File: src/rtl/tick_consumer_timer.sv
// rtl/tick_consumer_timer.sv - divided-clock strobes, coin debounce and start/cancel countdown
module tick_consumer_timer #(
    parameter int TW     = 8,
    parameter int DEB_MS = 20,
    parameter int DEB_W  = 5
) (
    input  logic          clk,
    input  logic          rst_n,
    input  logic          clk_1ms,
    input  logic          clk_1s,
    input  logic          coin_raw,
    input  logic          start,
    input  logic          cancel,
    input  logic [TW-1:0] load_val,
    output logic          tick_ms,
    output logic          tick_slow,
    output logic          coin_pulse,
    output logic          busy,
    output logic [TW-1:0] remaining,
    output logic          expired
);

    typedef enum logic [1:0] {IDLE, RUN, DONE} state_t;

    logic [2:0]       ms_sr;
    logic [2:0]       slow_sr;
    logic [1:0]       coin_sr;
    logic [1:0]       prime_cnt;
    logic             primed;
    logic             deb_lvl;
    logic             deb_prev;
    logic [DEB_W-1:0] deb_cnt;
    state_t           state;
    state_t           state_nx;
    logic [TW-1:0]    rem_nx;
    logic             busy_nx;

    // Strobes are held off until the sync chain has been refilled after reset,
    // so a divided clock that is already high does not look like a fresh edge.
    assign primed = (prime_cnt == 2'd3);

    always_ff @(posedge clk or negedge rst_n) begin
        if (!rst_n) begin
            ms_sr     <= '0;
            slow_sr   <= '0;
            coin_sr   <= '0;
            prime_cnt <= '0;
            tick_ms   <= 1'b0;
            tick_slow <= 1'b0;
        end else begin
            ms_sr     <= {ms_sr[1:0], clk_1ms};
            slow_sr   <= {slow_sr[1:0], clk_1s};
            coin_sr   <= {coin_sr[0], coin_raw};
            if (!primed)
                prime_cnt <= prime_cnt + 2'd1;
            tick_ms   <= primed & ms_sr[1] & ~ms_sr[2];
            tick_slow <= primed & slow_sr[1] & ~slow_sr[2];
        end
    end

    always_ff @(posedge clk or negedge rst_n) begin
        if (!rst_n) begin
            deb_lvl    <= 1'b0;
            deb_prev   <= 1'b0;
            deb_cnt    <= '0;
            coin_pulse <= 1'b0;
        end else begin
            deb_prev   <= deb_lvl;
            coin_pulse <= deb_lvl & ~deb_prev;
            if (tick_ms) begin
                if (coin_sr[1] == deb_lvl) begin
                    deb_cnt <= '0;
                end else if (deb_cnt == DEB_W'(DEB_MS - 1)) begin
                    deb_lvl <= coin_sr[1];
                    deb_cnt <= '0;
                end else begin
                    deb_cnt <= deb_cnt + 1'b1;
                end
            end
        end
    end

    // cancel beats start beats the slow tick; DONE lasts exactly one cycle.
    always_comb begin
        state_nx = state;
        rem_nx   = remaining;
        busy_nx  = busy;
        if (cancel) begin
            state_nx = IDLE;
            rem_nx   = '0;
            busy_nx  = 1'b0;
        end else if (start) begin
            if (load_val == '0) begin
                state_nx = DONE;
                rem_nx   = '0;
                busy_nx  = 1'b0;
            end else begin
                state_nx = RUN;
                rem_nx   = load_val;
                busy_nx  = 1'b1;
            end
        end else begin
            case (state)
                RUN: begin
                    if (tick_slow) begin
                        if (remaining <= TW'(1)) begin
                            state_nx = DONE;
                            rem_nx   = '0;
                            busy_nx  = 1'b0;
                        end else begin
                            rem_nx = remaining - 1'b1;
                        end
                    end
                end
                DONE:    state_nx = IDLE;
                default: state_nx = state;
            endcase
        end
    end

    always_ff @(posedge clk or negedge rst_n) begin
        if (!rst_n) begin
            state     <= IDLE;
            remaining <= '0;
            busy      <= 1'b0;
            expired   <= 1'b0;
        end else begin
            state     <= state_nx;
            remaining <= rem_nx;
            busy      <= busy_nx;
            expired   <= (state_nx == DONE);
        end
    end

endmodule
File: config.mk
export PLATFORM = sky130hd
export DESIGN_NAME = tick_consumer_timer
export DESIGN_NICKNAME = d
export VERILOG_FILES = /design/src/rtl/tick_consumer_timer.sv
export SDC_FILE = /design/constraint.sdc
export NUM_CORES = 1
export LEC_CHECK = 0
export CAP_MARGIN = 20
export CORE_MARGIN = 10
export CORE_UTILIZATION = 46
export CTS_CLUSTER_SIZE = 25
export DETAILED_ROUTE_END_ITERATION = 12
export PLACE_DENSITY = 0.79
export SLEW_MARGIN = 40
export SYNTH_ARGS = -nofsm -noshare
export SYNTH_HDL_FRONTEND = slang
export SYNTH_SLANG_ARGS = --single-unit
File: constraint.sdc
create_clock -name clk -period 1.8 [get_ports clk]
set_input_delay 0.36 -clock clk [delete_from_list [all_inputs] [get_ports clk]]
set_output_delay 0.36 -clock clk [all_outputs]
set_load 0.02 [all_outputs]
==> out/metrics.yaml <==
start_kind: "flop"
pin_count: 28
ff2ff_setup_slack_ns: 0.14
hold_path_class: "flop to flop"
core_mm2: 0.00308
drt-wirelength-per-cell_um: 15.2
slew_headroom_pct: 69.4
final_common_cell: "dfrtp_1"
crit_path_max_fanout: 4
path_class: "flop to output pin"
gr-total-overflow: 0
power.density_mw_per_mm2: 793
clock_latency_ns: 0.33
critPathArrivalTime_ns: 1.41
vias_per_cell: 5.45
antenna_cells: 0
grt_pass1_vias: 1214
cts_buffer_depth: 2
vias: 1270
whs_endpoint: "coin_sr[1]"
power_mw: 1.56
drv_slew: 0
drc_errors: 0
cts_hold_buf: 0
clock_sinks: 32
rsz0062_at_grt: "false"
ys_ff_latch: 32
postRouteAntennaNets: 0
critical_path.reg2reg.startpoint: "remaining[3]"
outcome: "finished clean"
hold_start: "coin_sr[0]"
cts_made_buffers: 5
firstDrtPassIters: 5
yosysTopAreaCell: "dfrtp_1"
crit_buf_inv: 1
drt_iter0_drc: 138
finalHoldViolations: 0
drive_above_1_share_pct: 14.8
final.fill_count: 264
antenna_found_initial: 0
grt_pass1_wl_mm: 5.60
async_flop_share_pct: 100
synth.area.top_cells: "dfrtp_1 (54%), ha_1 (4.2%), nor2_1 (3.5%), nor2b_1 (2.9%), a21oi_1 (2.3%)"
holdPathStages: 0
totalWireLength_mm: 3.55
setup_viol: 0
yosysSeqAreaShare_pct: 53.5
place.gp.congestion: 0.894
syn_area_mm2: 0.00150
worst_hold_slack_ns: 0.360
cp.required_ns: 1.44
cts_tree: "yes"
endpoint_kind: "output pin"
dieWidth_um: 77.0
synth.distinct_cells: 35
grt_max_degree: 33
tightest_slew_ns: 0.452
fin_crit_ns: 1.77
yosysWarnings: 0
crit_slowest_cell: "clkdlybuf4s50_1"
synth_edf_count: 0
final_net_count: 208
cts-root-buf: "clkbuf_4"
max-vdd-ir-drop_v: 0.000498
synth.avg_cell_area_um2: 10.3
io_buffers: 27
cpLargestDelayFamily: "buffers and inverters"
syn_inst: 145
fin_skew_ns: 0.0102
syn2layout_area_growth_pct: 31.6
r2r_cells: 4
ys.flop_type: "dfrtp_1"
max-cap-violations: 0
clk_pin_slew_ns: 0.11
fin_crit_sh_pct: 98.1
die-area_mm2: 0.00593
synth_nets: 165
synth_top_area_share_pct: 53.5
dpl.hpwl_mm: 2.75
crit_chain: "clkdlybuf4s50_1"
p_leak_nw: 0.877
track_usage_pct: 11.7
layout_common_cells: "dfrtp_1 (32), clkdlybuf4s50_1 (21), buf_4 (15), nor2_1 (14)"
die-height_um: 77.0
initial_core_util_pct: 48.6
reg2reg_to: "busy"
fmax_ghz: 0.567
rows: 20
slowest_delay_ns: 0.65
htree_levels: 2
-- logic make-up (layout without fill, tap and decap cells) --
kind of cell / Yosys count / after routing / share of synthesized area [%]
simple gates: 57 / 57 / 20.7
flops: 32 / 32 / 53.5
compound gates: 27 / 27 / 11.8
buf+inv: 14 / 58 / 3.68
xor+xnor: 8 / 8 / 4.68
fa+ha+maj: 5 / 5 / 4.18
mux: 2 / 2 / 1.50
-- sequential cells by signal (all words and copies together), names as in the netlist, 2 cells and up --
| name | cells |
|---|---|
| ms_sr | 3 |
| slow_sr | 3 |
| prime_cnt | 2 |
| deb_cnt | 5 |
| coin_sr | 2 |
| state | 2 |
| remaining | 8 |
-- final cells by class --
cell class	count	area (um2)	share of cell area, %
repair buffers	42	375	19.1
multi-input cells	99	652	33.1
clock inverters	3	18.8	0.953
clock buffers	5	37.5	1.91
well taps	44	55.1	2.80
inverters	8	30.0	1.52
flip-flops and latches	32	801	40.7
-- what timing repair did --
item / 4_1_cts / 5_1_grt
resized for setup: 6 / 3
setup endpoints to repair: 6 / 2
setup buffers: 0 / 0
-- power by group --
group	internal, mW	switching [mW]	total (mW)
clock	0.150	0.251	0.400
combinational	0.161	0.172	0.333
sequential	0.776	0.0520	0.828
-- how the worst max path moves through the flow --
stage          cells after the start      endpoint         start  slack [ns]
6_report                           1  remaining[7]  remaining[7]        0.03
5_1_grt                            1  remaining[1]  remaining[1]       0.004
4_1_cts                            1  remaining[7]  remaining[7]        0.04
3_5_place_dp                       5       expired   load_val[4]       -0.30
3_3_place_gp                       5       expired   load_val[4]       -0.22
2_1_floorplan                      5  remaining[3]  remaining[2]        0.04
-- per-layer routing --
layer,wire [um],up-vias,GRT usage (%),part of all wire [%]
li1,-,603,-,-
met1,1450,606,13.1,41
met4,74,0,6.02,2.1
met5,0,-,0,0
met3,285,10,4.43,8.0
met2,1730,51,19.1,49
-- cell usage after synthesis, drive strengths merged, types with 3 or more instances --
library cell	instances
nand4	4
nand2	8
dfrtp	32
or3	4
o31ai	3
ha	5
nor3	5
a21oi	7
nor2	14
nand3	3
inv	8
nor3b	3
clkbuf	4
a31oi	3
o22ai	5
xnor2	4
nor2b	7
xor2	4
-- metrics by stage --
| stage | instances | setup TNS (ns) | worst slack (ns) | utilization (%) | instance area [um2] |
|---|---|---|---|---|---|
| finish | 233 | 0 | 0.0350 | 64.0 | 1970 |
| detailed placement | 225 | -0.541 | -0.304 | 62.0 | 1910 |
| floorplan | 145 | 0 | 0.0407 | - | 1500 |
| CTS | 233 | 0 | 0.0368 | 63.6 | 1960 |
| global placement | 225 | -0.339 | -0.216 | 62.0 | 1910 |
| global route | 233 | 0 | 0.00359 | 64.0 | 1970 |
Note: power is estimated with default switching activity, not from simulation.
